==> src/rtl/systolic_array_controller_pkg.sv <==
// systolic_ctrl_pkg: shared types and sizing helpers for the systolic array
// controller and its skew feeder.
//   state_t            - controller FSM states
//   FEED_CYCLES        - feed length for the default 3x3 array
//   feed_cycles()      - feed length (3N-2) for an arbitrary array size
//   feed_count_width() - width of the shared phase counter
package systolic_ctrl_pkg;

  typedef enum logic [2:0] {
    IDLE    = 3'd0,
    CLEAR   = 3'd1,
    FEED    = 3'd2,
    DRAIN   = 3'd3,
    CAPTURE = 3'd4,
    DONE    = 3'd5
  } state_t;

  localparam int MATRIX_SIZE_DEFAULT = 3;
  localparam int FEED_CYCLES = 3 * MATRIX_SIZE_DEFAULT - 2;

  // Skewed feeding of an NxN product needs 3N-2 cycles: the last operand pair
  // reaches PE(N-1,N-1) at t = (N-1) + (N-1) + (N-1).
  function automatic int feed_cycles(input int n);
    return 3 * n - 2;
  endfunction

  // The counter indexes FEED (up to 3N-3) and DRAIN (up to latency-1), so it
  // must be wide enough for whichever is larger.
  function automatic int feed_count_width(input int n, input int latency);
    int w;
    w = $clog2(3 * n);
    if ($clog2(latency + 1) > w) w = $clog2(latency + 1);
    if (w < 1) w = 1;
    return w;
  endfunction

endpackage

==> src/rtl/systolic_array_controller_skew_feeder.sv <==
// systolic_skew_feeder: turns the feed counter plus one NxN operand matrix
// into one skewed edge vector for the systolic array.
//   en       in  1        drive operands (FEED state); otherwise all zero
//   step     in  CW       feed step t
//   mat_flat in  DW*N*N   matrix, element [r][c] at (r*N+c)*DW
//   vec_flat out DW*N     slot s carries element k = t-s of lane s, or 0
// COL_MAJOR=0: slot s = row s, reads M[s][t-s]     (left edge, matrix A)
// COL_MAJOR=1: slot s = column s, reads M[t-s][s]  (top edge, matrix B)
module systolic_skew_feeder #(
  parameter int N         = 3,
  parameter int DW        = 8,
  parameter int CW        = 4,
  parameter bit COL_MAJOR = 1'b0
) (
  input  logic                en,
  input  logic [CW-1:0]       step,
  input  logic [DW*N*N-1:0]   mat_flat,
  output logic [DW*N-1:0]     vec_flat
);

  genvar gi;
  generate
    for (gi = 0; gi < N; gi++) begin : g_slot
      logic [DW-1:0] slot;

      // Each slot is a small mux over its N candidate elements; k out of
      // range simply matches no candidate, which zero-fills the slot.
      always_comb begin
        slot = '0;
        for (int k = 0; k < N; k++) begin
          if (en && (int'(step) == gi + k)) begin
            slot = mat_flat[(COL_MAJOR ? (k * N + gi) : (gi * N + k)) * DW +: DW];
          end
        end
      end

      assign vec_flat[gi*DW +: DW] = slot;
    end
  endgenerate

endmodule

==> src/rtl/systolic_array_controller.sv <==
// systolic_array_controller: sequencer for an NxN systolic multiply array.
// Captures A and B on start, clears the accumulators, feeds skewed A rows on
// the left edge and B columns on the top edge, waits PE_LATENCY cycles for
// the PE pipeline, then latches the accumulators into result_flat.
// Ports:
//   clk, rst (sync, active high), start
//   stall                      (only when SA_CTRL_STALL_EN is defined)
//   a_flat, b_flat             operand matrices, row-major
//   acc_out_flat               accumulators from the array
//   acc_rst, acc_en, shift_en  array control
//   in_left_flat, in_top_flat  skewed edge operands
//   busy, done, result_valid, result_flat
// Optional feature macro: SA_CTRL_STALL_EN (stall freezes FEED/DRAIN).
module systolic_array_controller
  import systolic_ctrl_pkg::*;
#(
  parameter int MATRIX_SIZE = 3,
  parameter int DATA_WIDTH  = 8,
  parameter int ACC_WIDTH   = 32,
  parameter int PE_LATENCY  = 1
) (
  input  logic                                        clk,
  input  logic                                        rst,
  input  logic                                        start,
`ifdef SA_CTRL_STALL_EN
  input  logic                                        stall,
`endif
  input  logic [DATA_WIDTH*MATRIX_SIZE*MATRIX_SIZE-1:0] a_flat,
  input  logic [DATA_WIDTH*MATRIX_SIZE*MATRIX_SIZE-1:0] b_flat,
  input  logic [ACC_WIDTH*MATRIX_SIZE*MATRIX_SIZE-1:0]  acc_out_flat,
  output logic                                        acc_rst,
  output logic                                        acc_en,
  output logic                                        shift_en,
  output logic [DATA_WIDTH*MATRIX_SIZE-1:0]           in_left_flat,
  output logic [DATA_WIDTH*MATRIX_SIZE-1:0]           in_top_flat,
  output logic                                        busy,
  output logic                                        done,
  output logic                                        result_valid,
  output logic [ACC_WIDTH*MATRIX_SIZE*MATRIX_SIZE-1:0]  result_flat
);

  localparam int CW = feed_count_width(MATRIX_SIZE, PE_LATENCY);
  localparam logic [CW-1:0] FEED_LAST  = CW'(feed_cycles(MATRIX_SIZE) - 1);
  localparam logic [CW-1:0] DRAIN_LAST = CW'((PE_LATENCY > 0) ? (PE_LATENCY - 1) : 0);
  localparam int OPW = DATA_WIDTH * MATRIX_SIZE * MATRIX_SIZE;

  state_t                 state_reg, state_next;
  logic [CW-1:0]          count_reg, count_next;
  logic [OPW-1:0]         a_reg, b_reg;
  logic [ACC_WIDTH*MATRIX_SIZE*MATRIX_SIZE-1:0] result_reg;
  logic                   hold;
  logic                   load;
  logic                   feeding;

`ifdef SA_CTRL_STALL_EN
  assign hold = stall;
`else
  assign hold = 1'b0;
`endif

  // Operands are only ever sampled where start is honoured.
  assign load = start && ((state_reg == IDLE) || (state_reg == DONE));

  always_comb begin
    state_next = state_reg;
    count_next = count_reg;
    case (state_reg)
      IDLE: begin
        if (start) begin
          state_next = CLEAR;
          count_next = '0;
        end
      end
      CLEAR: begin
        state_next = FEED;
        count_next = '0;
      end
      FEED: begin
        if (!hold) begin
          if (count_reg == FEED_LAST) begin
            if (PE_LATENCY == 0) state_next = CAPTURE;
            else                 state_next = DRAIN;
            count_next = '0;
          end else begin
            count_next = count_reg + CW'(1);
          end
        end
      end
      DRAIN: begin
        if (!hold) begin
          if (count_reg == DRAIN_LAST) begin
            state_next = CAPTURE;
            count_next = '0;
          end else begin
            count_next = count_reg + CW'(1);
          end
        end
      end
      CAPTURE: begin
        state_next = DONE;
        count_next = '0;
      end
      DONE: begin
        if (start) begin
          state_next = CLEAR;
          count_next = '0;
        end else begin
          // Counter value 0 marks the first DONE cycle (the done pulse).
          count_next = CW'(1);
        end
      end
      default: begin
        state_next = IDLE;
        count_next = '0;
      end
    endcase
  end

  always_ff @(posedge clk) begin
    if (rst) begin
      state_reg  <= IDLE;
      count_reg  <= '0;
      a_reg      <= '0;
      b_reg      <= '0;
      result_reg <= '0;
    end else begin
      state_reg <= state_next;
      count_reg <= count_next;
      if (load) begin
        a_reg <= a_flat;
        b_reg <= b_flat;
      end
      if (state_reg == CAPTURE) begin
        result_reg <= acc_out_flat;
      end
    end
  end

  assign feeding = (state_reg == FEED);

  // While stalled the counter is frozen, so the edge vectors hold naturally.
  systolic_skew_feeder #(
    .N(MATRIX_SIZE), .DW(DATA_WIDTH), .CW(CW), .COL_MAJOR(1'b0)
  ) u_left_feeder (
    .en(feeding), .step(count_reg), .mat_flat(a_reg), .vec_flat(in_left_flat)
  );

  systolic_skew_feeder #(
    .N(MATRIX_SIZE), .DW(DATA_WIDTH), .CW(CW), .COL_MAJOR(1'b1)
  ) u_top_feeder (
    .en(feeding), .step(count_reg), .mat_flat(b_reg), .vec_flat(in_top_flat)
  );

  assign acc_rst      = (state_reg == CLEAR);
  assign acc_en       = feeding && !hold;
  assign shift_en     = feeding && !hold;
  assign busy         = (state_reg == CLEAR) || (state_reg == FEED) ||
                        (state_reg == DRAIN) || (state_reg == CAPTURE);
  assign done         = (state_reg == DONE) && (count_reg == '0);
  assign result_valid = (state_reg == DONE);
  assign result_flat  = result_reg;

endmodule
==> config.mk <==
export PLATFORM = sky130hd
export DESIGN_NAME = systolic_array_controller
export DESIGN_NICKNAME = d
export VERILOG_FILES = /design/src/rtl/systolic_array_controller_pkg.sv /design/src/rtl/systolic_array_controller_skew_feeder.sv /design/src/rtl/systolic_array_controller.sv
export SDC_FILE = /design/constraint.sdc
export NUM_CORES = 1
export LEC_CHECK = 0
export BUFFER_PORTS_ARGS = -buffer_cell sky130_fd_sc_hd__buf_2
export CORE_AREA = 10 10 295 297
export DETAILED_ROUTE_END_ITERATION = 10
export DIE_AREA = 0 0 305 307
export PLACE_DENSITY = 0.41
export SLEW_MARGIN = 20
export SYNTH_ARGS = -nofsm -noshare
export SYNTH_HDL_FRONTEND = slang
export SYNTH_HIERARCHICAL = 1
export SYNTH_SLANG_ARGS = --single-unit
==> constraint.sdc <==
create_clock -name clk -period 2.45 [get_ports clk]
set_clock_uncertainty 0.1 [all_clocks]
set_input_delay 0.3675 -clock clk [delete_from_list [all_inputs] [get_ports clk]]
set_output_delay 0.3675 -clock clk [all_outputs]
set_load 0.05 [all_outputs]
==> flow_summary.toml, run 1 <==
[power_and_ir_drop]
power_w = 0.02140
switchingPower_w = 0.006972
powerDensity_nw_per_um2 = 703.8
combPwrFrac_pct = 25.2
switching_share_pct = 32.57
power_frac_seq_pct = 37.0
p_clk_share_pct = 37.9
vdd_drop_max_uv = 479.3
p_leak_nw = 12.35
p_int_w = 0.01443

[clocking]
root_buffer = "clkbuf_16"
cts.sinks = 439
h-tree-depth = 2
clk_pin_slew_ns = 0.06
clockBufferDepth = 3
cts_tree = "built"
clkLatencyLatePin_ns = 0.61
cts_buffers = 55

[synthesis]
synth_edf_count = 0
ys_seq_area_share_pct = 48.79
synth_cell_types = 39
syn_area_sq_um = 18010
synth.net_count = 2616
ys_async_sr_fraction_pct = 0
ys_ff_latch = 439
syn_inst = 2178
yosys_most_used_dff = "dfxtp_1"
ys.warnings.count = 6
avgSynthCellArea_sq_um = 8.270

[route]
via_per_inst = 4.687
drt_iter0_drc = 1396
drtAntennaViolNets = 0
drc = 0
drtPass1Iterations = 6
num_vias = 20710
wire_per_inst_microns = 20.89
drt_wl_total_microns = 92300

[critical_path]
required_ns = 1.98
worstSetupStartpointType = "flip-flop"
endpoint_kind = "output port"
crit_type = "flip-flop to output port"
critPathArrivalTime_ns = 2.37
path_max_fanout = 8

[floorplanning]
start_util_pct = 22.15
die_area_sq_um = 93640
die_w_microns = 305
die_h_microns = 307
rows = 105
core_area_sq_um = 81320
ioPinCount = 777

[placed_design]
place.gp.congestion = 0.8614
pre_cts_ws_ns = 0.1023
hpwl_microns = 65840
port_buffers = 776

[timing]
rsz0062_at_grt = "true"
finalSetupViolations = 48
layout_worst_path_cycle_share_pct = 115.8
timing.final.ws_setup_ns = -0.3866
period_minus_slack_ns = 2.837
max_slew.worst_pin.slew_ns = 1.052
max_clock_freq_mhz = 352.5
hold_viol = 0
finalSetupTns_ns = -13.83
relSlewSlack_pct = 29.86
finalMaxSlewViolations = 0

[global_routing]
grt_first_pass_wirelength_microns = 136300
antenna_found_initial = 10
grt-ovfl-total = 0
grt_usage_pct = 18.38
grt_max_degree = 146
grt_pass1_vias = 21630

[finish]
syn2layout_area_growth_pct = 68.84
largest_reg_flops = 288
final_nets = 3738
final_util_pct = 37.40
ff_latch_area_sq_um = 8802
n_fill_cell = 8247
drive_above_1_share_pct = 30.87
multiInputGateArea_sq_um = 8522

[outcome]
status = "finished with violations"
violations = "negative setup slack"

[worst_hold_path]
hp-class = "input pin to flip-flop"

[flow_run]
max_cap_viol_count = 0
==> stage by stage <==
| stage | cell area (sq um) | hold WS, ns | cells |
|---|---|---|---|
| 6_report | 30410 | 0.08808 | 4418 |
| 5_1_grt | 30410 | 0.08774 | 4417 |
| 4_1_cts | 30310 | 0.05230 | 4409 |
| 3_5_place_dp | 23580 | 0.3439 | 3868 |
| 3_3_place_gp | 23580 | 0.3384 | 3868 |
| 2_1_floorplan | 18640 | 0.3437 | 2178 |
==> cells in the mapped netlist (2+ instances only) <==
| library cell | instances | area, sq um |
|---|---|---|
| o31ai_1 | 144 | 1081 |
| a211oi_1 | 33 | 247.7 |
| and3b_1 | 2 | 17.52 |
| a21oi_1 | 457 | 2287 |
| and4b_1 | 3 | 30.03 |
| nand3_1 | 3 | 15.01 |
| buf_4 | 5 | 37.54 |
| a31oi_1 | 3 | 18.77 |
| mux2i_1 | 33 | 330.3 |
| nand2b_1 | 8 | 50.05 |
| inv_1 | 7 | 26.28 |
| nor2b_1 | 10 | 62.56 |
| o2bb2ai_1 | 16 | 140.1 |
| nand2_1 | 589 | 2211 |
| or3b_1 | 3 | 26.28 |
| nand4bb_1 | 2 | 22.52 |
| buf_6 | 52 | 585.6 |
| or2_0 | 2 | 12.51 |
| nand3b_1 | 9 | 67.56 |
| nor3_1 | 2 | 10.01 |
| clkbuf_1 | 124 | 465.5 |
| ha_1 | 3 | 37.54 |
| buf_1 | 12 | 45.04 |
| dfxtp_1 | 439 | 8788 |
| nor2_1 | 4 | 15.01 |
| a21o_1 | 2 | 15.01 |
| nand4_1 | 147 | 919.6 |
| buf_2 | 45 | 225.2 |
| nor4_1 | 2 | 12.51 |
| mux2_2 | 8 | 90.09 |
==> timing repair <==
item	4_1_cts	5_1_grt
resized for setup	121	17
hold endpoints to repair	432	0
hold buffers	432	0
endpoints found under the setup margin	52	50
setup buffers	10	2
cloned	4	1
pin swaps	2	3
==> final timing paths <==
kind	startpoint	to	slack, ns	depth (start not counted)
min reg2reg	result_flat[173]	result_flat[173]	0.35	2
max reg2reg	state_reg[2]	a_reg[59]	0.23	5
min	rst	result_flat[7]	0.09	2
max	state_reg[2]	in_top_flat[19]	-0.39	6
==> layer usage <==
metal | vias to the layer above | routed length [microns] | GRT usage, %
li1 | 9875 | - | -
met1 | 9879 | 35070 | 20.59
met2 | 769 | 46830 | 32.30
met3 | 181 | 6933 | 5.388
met4 | 4 | 3434 | 7.333
met5 | - | 23 | 0
==> critical path, cell delays in order, from the launching register on <==
cell,delay [ns]
dfxtp_2,0.33
nor3_4,0.23
or3b_4,0.45
or2_0,0.25
buf_6,0.17
o2bb2ai_4,0.15
buf_8,0.16
==> cells in the final DEF (no fill, tap or decap), types with 33 or more instances in the layout <==
cell type,instances
buf_6,36
clkbuf_16,56
nand4_1,147
mux2i_1,33
dlygate4sd3_1,432
o31ai_1,144
a21oi_1,449
dfxtp_1,434
nand2_1,589
buf_12,39
buf_4,55
buf_2,723
==> power groups by stage <==
stage	Sequential (W)	Clock [W]	Combinational, W
after global routing	0.00797	0.00860	0.00575
after detailed placement	0.00809	0	0.00445
after floorplan	0.00847	0	0.00249
after CTS	0.00791	0.00837	0.00540
after global placement	0.00808	0	0.00443
final	0.00791	0.00810	0.00539
==> cell type report <==
class	count	area share, %
multi-input combinational	1494	28.02
clock inverter	16	0.6583
inverter	7	0.1029
antenna	8	0.06583
sequential	439	28.94
timing repair buffer	1303	32.59
clock buffer	81	5.209
tap	1070	4.402
==> logic make-up (layout without fill, tap and decap cells) <==
| group | after synthesis | count (layout) | synth area share (%) |
|---|---|---|---|
| simple gates | 790 | 790 | 19.48 |
| compound gates | 657 | 657 | 21.14 |
| flops | 439 | 439 | 48.79 |
| buf+inv | 245 | 1407 | 7.690 |
| mux | 41 | 41 | 2.334 |
| fa+ha+maj | 3 | 3 | 0.2084 |
| xor+xnor | 3 | 3 | 0.3543 |
| other cells | 0 | 8 | 0 |
(Power assumes the default switching activity.)
==> run 2: changes to the inputs <==
--- a/config.mk
+++ b/config.mk
@@ -6,10 +6,10 @@
 export NUM_CORES = 1
 export LEC_CHECK = 0
 export BUFFER_PORTS_ARGS = -buffer_cell sky130_fd_sc_hd__buf_2
-export CORE_AREA = 10 10 295 297
+export CORE_AREA = 10 10 296 298
 export DETAILED_ROUTE_END_ITERATION = 10
-export DIE_AREA = 0 0 305 307
-export PLACE_DENSITY = 0.41
+export DIE_AREA = 0 0 306 308
+export PLACE_DENSITY = 0.39
 export SLEW_MARGIN = 20
 export SYNTH_ARGS = -nofsm -noshare
 export SYNTH_HDL_FRONTEND = slang
==> constraint.sdc (replaced) <==
create_clock -name clk -period 3.1 [get_ports clk]
set_clock_uncertainty 0.1 [all_clocks]
set_input_delay 0.465 -clock clk [delete_from_list [all_inputs] [get_ports clk]]
set_output_delay 0.465 -clock clk [all_outputs]
set_load 0.05 [all_outputs]
==> flow_summary.toml, run 2 (synthesis gave the netlist of run 1 again) <==
[outcome]
status = "finished, final reports clean"

[timing]
max_slew.worst_pin.slew_ns = 0.9384
finalSetupViolations = 0
finalMaxSlewViolations = 0
hold_viol = 0
period_minus_slack_ns = 3.003
rsz0062_at_grt = "true"
whs_ns = 0.04249
relSlewSlack_pct = 37.44
layout_worst_path_cycle_share_pct = 96.87
max_clock_freq_mhz = 333.0

[route]
drc = 0
drtAntennaViolNets = 0
num_vias = 19710
drtPass1Iterations = 5
wire_per_inst_microns = 21.54
drt_iter0_drc = 1420
via_per_inst = 4.657
drt_wl_total_microns = 91140

[critical_path]
critical-path-max-stage-delay_ns = 0.39
endpoint_kind = "output port"
worstSetupStartpointType = "flip-flop"
cp_num_buf_inv = 3
critPathArrivalTime_ns = 2.44
path_max_fanout = 16
cpMaxStageDelayCell = "dfxtp_4"
cp_top_family = "simple AND/OR/NAND/NOR gates"
crit_type = "flip-flop to output port"
cp_common_cell = "buf_4"
required_ns = 2.53
crit_chain = "inv_4, nor3_4, or3b_1, buf_4, a211oi_2, buf_4"

[power_and_ir_drop]
powerDensity_nw_per_um2 = 581.4
p_int_w = 0.01096
power_w = 0.01627
p_leak_nw = 11.36
switchingPower_w = 0.005311
combPwrFrac_pct = 22.6
power_frac_seq_pct = 38.5
p_clk_share_pct = 39.0
switching_share_pct = 32.63
vdd_drop_max_uv = 356.0

[placed_design]
hpwl_microns = 65160
port_buffers = 776
placed_area_sq_um = 23120
post-place-cells = 3828
place.gp.congestion = 0.8645

[global_routing]
grt-ovfl-total = 0
grt_usage_pct = 18.08
grt_pass1_vias = 20370
grt_first_pass_wirelength_microns = 132900
grt_max_degree = 138
antenna_found_initial = 10

[finish]
instances_no_fill = 4232
final_cell_area_sq_um = 27990
final_common_cell = "buf_2"
drive_above_1_share_pct = 30.78
syn2layout_area_growth_pct = 55.43
final_nets = 3555
largest_reg_flops = 288
final_cell_mix = "buf_2, nand2_1, a21oi_1"

[floorplanning]
ioPinCount = 777
rows = 105
start_util_pct = 22.08
die_w_microns = 306
core_area_sq_um = 81580
die_area_sq_um = 94250
die_h_microns = 308

[flow_run]
max_cap_viol_count = 0

[clocking]
cts.sinks = 439
h-tree-depth = 2
cts_tree = "built"
cts_buffers = 54
clk_pin_slew_ns = 0.06
root_buffer = "clkbuf_16"
clkLatencyLatePin_ns = 0.59
clockBufferDepth = 3

[worst_hold_path]
hp-class = "input pin to flip-flop"
==> run 2: cell type report <==
type | instances | area (sq um)
Timing Repair Buffer | 1121 | 7651
Tap cell | 1070 | 1339
Clock buffer | 77 | 1568
Clock inverter | 17 | 186.4
Multi-Input combinational cell | 1494 | 8402
Sequential cell | 439 | 8800
Fill cell | 8657 | 53590
Inverter | 7 | 31.28
Antenna cell | 7 | 17.52
==> run 2: power groups by stage <==
stage / Clock (W) / Sequential (W) / Combinational, W
after floorplan: 0 / 0.00669 / 0.00196
after detailed placement: 0 / 0.00640 / 0.00331
final: 0.00634 / 0.00626 / 0.00368
after global placement: 0 / 0.00639 / 0.00329
after CTS: 0.00657 / 0.00626 / 0.00370
after global routing: 0.00679 / 0.00630 / 0.00396
==> run 2: routing by layer <==
layer	vias to the layer above	wire length, microns	GRT usage, %
li1	9498	-	-
met1	9419	35150	20.64
met2	651	46510	32.09
met3	131	6786	5.379
met4	8	2644	5.462
met5	-	50	0
==> run 2: timing repair <==
action                                  CTS  global route
hold buffers                            302             0
gates resized for setup                   6            26
buffers inserted                          1             0
endpoints found under the hold margin   302             0
endpoints found under the setup margin   18            19
==> run 2: through the flow <==
stage	setup WS (ns)	util, %	setup TNS [ns]
after floorplan	0.01057	-	0
after global placement	0.4837	28.34	0
after detailed placement	0.4492	28.34	0
after CTS	0.001833	34.24	0
after global routing	-0.003934	34.30	-0.007953
final	0.09692	34.31	0
==> run 2: worst reg2reg max path: stages, from the launching register on <==
cell and delay [ns]:
dfxtp_4 0.39, buf_4 0.67, or3b_4 0.50, buf_4 0.46, nand2_1 0.13, a21oi_1 0.19
==> run 2: worst paths after layout <==
check / start / to / slack [ns] / cells past startpoint
max reg2reg: state_reg[1] / result_flat[252] / 0.57 / 5
max: state_reg[1] / in_left_flat[7] / 0.1 / 6
min: a_flat[52] / a_reg[52] / 0.04 / 3
min reg2reg: result_flat[267] / result_flat[267] / 0.35 / 2
==> run 3: changes to the inputs <==
--- a/config.mk
+++ b/config.mk
@@ -6,10 +6,12 @@
 export NUM_CORES = 1
 export LEC_CHECK = 0
 export BUFFER_PORTS_ARGS = -buffer_cell sky130_fd_sc_hd__buf_2
+export CAP_MARGIN = 0
 export CORE_AREA = 10 10 296 298
 export DETAILED_ROUTE_END_ITERATION = 10
 export DIE_AREA = 0 0 306 308
-export PLACE_DENSITY = 0.39
+export PLACE_DENSITY = 0.52
+export SKIP_CTS_REPAIR_TIMING = 1
 export SLEW_MARGIN = 20
 export SYNTH_ARGS = -nofsm -noshare
 export SYNTH_HDL_FRONTEND = slang
==> flow_summary.toml, run 3 (synthesis gave the netlist of run 1 again) <==
[floorplanning]
ioPinCount = 777
start_util_pct = 22.08
core_area_sq_um = 81580
rows = 105
die_w_microns = 306
die_area_sq_um = 94250
die_h_microns = 308

[critical_path]
endpoint_kind = "output port"
crit_chain = "inv_4, nor3_4, or3b_4, buf_4, a211oi_2, buf_4"
path_max_fanout = 16
r2r_slack_ns = 0.65
required_ns = 2.53
cp_num_buf_inv = 3
cp_common_cell = "buf_4"
critPathArrivalTime_ns = 2.42
cpMaxStageDelayCell = "or3b_4"
critical_path.endpoint = "in_top_flat[5]"
r2r-start = "state_reg[1]"
worstSetupStartpointType = "flip-flop"
cp_top_family = "simple AND/OR/NAND/NOR gates"
reg2regPathDepth = 5
crit_type = "flip-flop to output port"
r2r-end = "b_reg[9]"
crit_start = "state_reg[1]"
worstSetupPathDepth = 6
critical-path-max-stage-delay_ns = 0.42

[power_and_ir_drop]
switching_share_pct = 32.30
power_frac_seq_pct = 38.7
powerDensity_nw_per_um2 = 598.0
p_leak_nw = 10.94
power_w = 0.01612
switchingPower_w = 0.005207
p_clk_share_pct = 39.4
p_int_w = 0.01091
vdd_drop_max_uv = 485.2
combPwrFrac_pct = 21.9

[finish]
n_fill_cell = 8601
syn2layout_area_growth_pct = 49.68
instances_no_fill = 4144
final_cell_area_sq_um = 26960
multiInputGateArea_sq_um = 8402
largest_reg_flops = 288
drive_above_1_share_pct = 32.04
ff_latch_area_sq_um = 8800
final_nets = 3458
final_cell_mix = "buf_2, nand2_1, a21oi_1"
final_common_cell = "buf_2"

[route]
num_vias = 19450
via_per_inst = 4.694
drt_iter0_drc = 1335
drtPass1Iterations = 5
drt_wl_total_microns = 83520
drtAntennaViolNets = 0
drc = 0
wire_per_inst_microns = 20.15

[clocking]
cts_buffers = 52
clk_pin_slew_ns = 0.06
clkLatencyLatePin_ns = 0.59
cts.sinks = 439
root_buffer = "clkbuf_16"
cts_tree = "built"
h-tree-depth = 2
clockBufferDepth = 3

[global_routing]
grt_pass1_vias = 18340
grt_first_pass_wirelength_microns = 118300
grt_usage_pct = 15.96
grt-ovfl-total = 0
antenna_found_initial = 11
grt_max_degree = 147

[timing]
relSlewSlack_pct = 35.05
layout_worst_path_cycle_share_pct = 96.24
finalSetupViolations = 0
max_slew.worst_pin.slew_ns = 0.9743
max_clock_freq_mhz = 335.2
period_minus_slack_ns = 2.984
finalMaxSlewViolations = 0
hold_viol = 0
finalSetupTns_ns = 0

[worst_hold_path]
hp-class = "input pin to flip-flop"

[flow_run]
max_cap_viol_count = 0

[placed_design]
port_buffers = 776
hpwl_microns = 59130
place.gp.congestion = 0.8162
post-place-cells = 3840
placed_area_sq_um = 23080

[outcome]
status = "finished, final reports clean"
-- run 3: cell count changes in the layout (fill, tap and decap cells not counted), moves of 3 or more --
cell	delta
buf_4	+14
clkinv_2	-4
clkbuf_4	-4
dlygate4sd3_1	-108
inv_6	-3
diode_2	+5
buf_6	+11
buf_12	-9
clkinvlp_4	+3
clkbuf_1	+5
-- run 3: stage by stage --
| stage | setup WS [ns] | util (%) | hold WS (ns) |
|---|---|---|---|
| floorplan | 0.01057 | - | 0.3437 |
| global placement | 0.5942 | 28.29 | 0.3386 |
| detailed placement | 0.5566 | 28.29 | 0.3430 |
| CTS | -0.1270 | 30.45 | -0.07029 |
| global route | -0.003332 | 33.03 | -0.007257 |
| finish | 0.1165 | 33.04 | 0.003034 |
-- run 3: tightest hold or removal path, delay by kind of cell --
family	cells	cell delay, ns
and+or+nand+nor	1	0.04
AOI/OAI and AO/OA	1	0.05
buffers and inverters	1	0.10
-- run 3: power groups by stage --
stage	registers (W)	clock network [W]	logic, W
6_report	0.00624	0.00634	0.00353
3_5_place_dp	0.00638	0	0.00327
5_1_grt	0.00628	0.00676	0.00379
4_1_cts	0.00626	0.00654	0.00328
3_3_place_gp	0.00638	0	0.00327
2_1_floorplan	0.00669	0	0.00196
-- run 3: worst min path at each step --
stage                     start               end  slack [ns]  cells after the start
2_1_floorplan          a_reg[4]          a_reg[4]        0.34                      2
3_3_place_gp   result_flat[102]  result_flat[102]        0.34                      2
3_5_place_dp   result_flat[112]  result_flat[112]        0.34                      2
4_1_cts        acc_out_flat[86]   result_flat[86]       -0.07                      3
5_1_grt        acc_out_flat[75]   result_flat[75]      -0.007                      3
6_report       acc_out_flat[79]   result_flat[79]       0.003                      3
-- run 3: area by class of cell --
cell class / instances / area share [%]
Antenna cell: 12 / 0.1114
Inverter: 7 / 0.1160
Tap cell: 1070 / 4.966
Clock inverter: 15 / 0.7890
Timing Repair Buffer: 1026 / 24.46
Multi-Input combinational cell: 1494 / 31.17
Clock buffer: 81 / 5.750
Sequential cell: 439 / 32.64
-- run 3: routing by layer --
layer  vias to the layer above  track usage, %  routed length (microns)
li1                       9306               -                        -
met1                      9294           18.63                    33270
met2                       704           27.39                    41850
met3                       146           4.399                     5842
met4                         2           6.283                     2548
met5                         -               0                       13
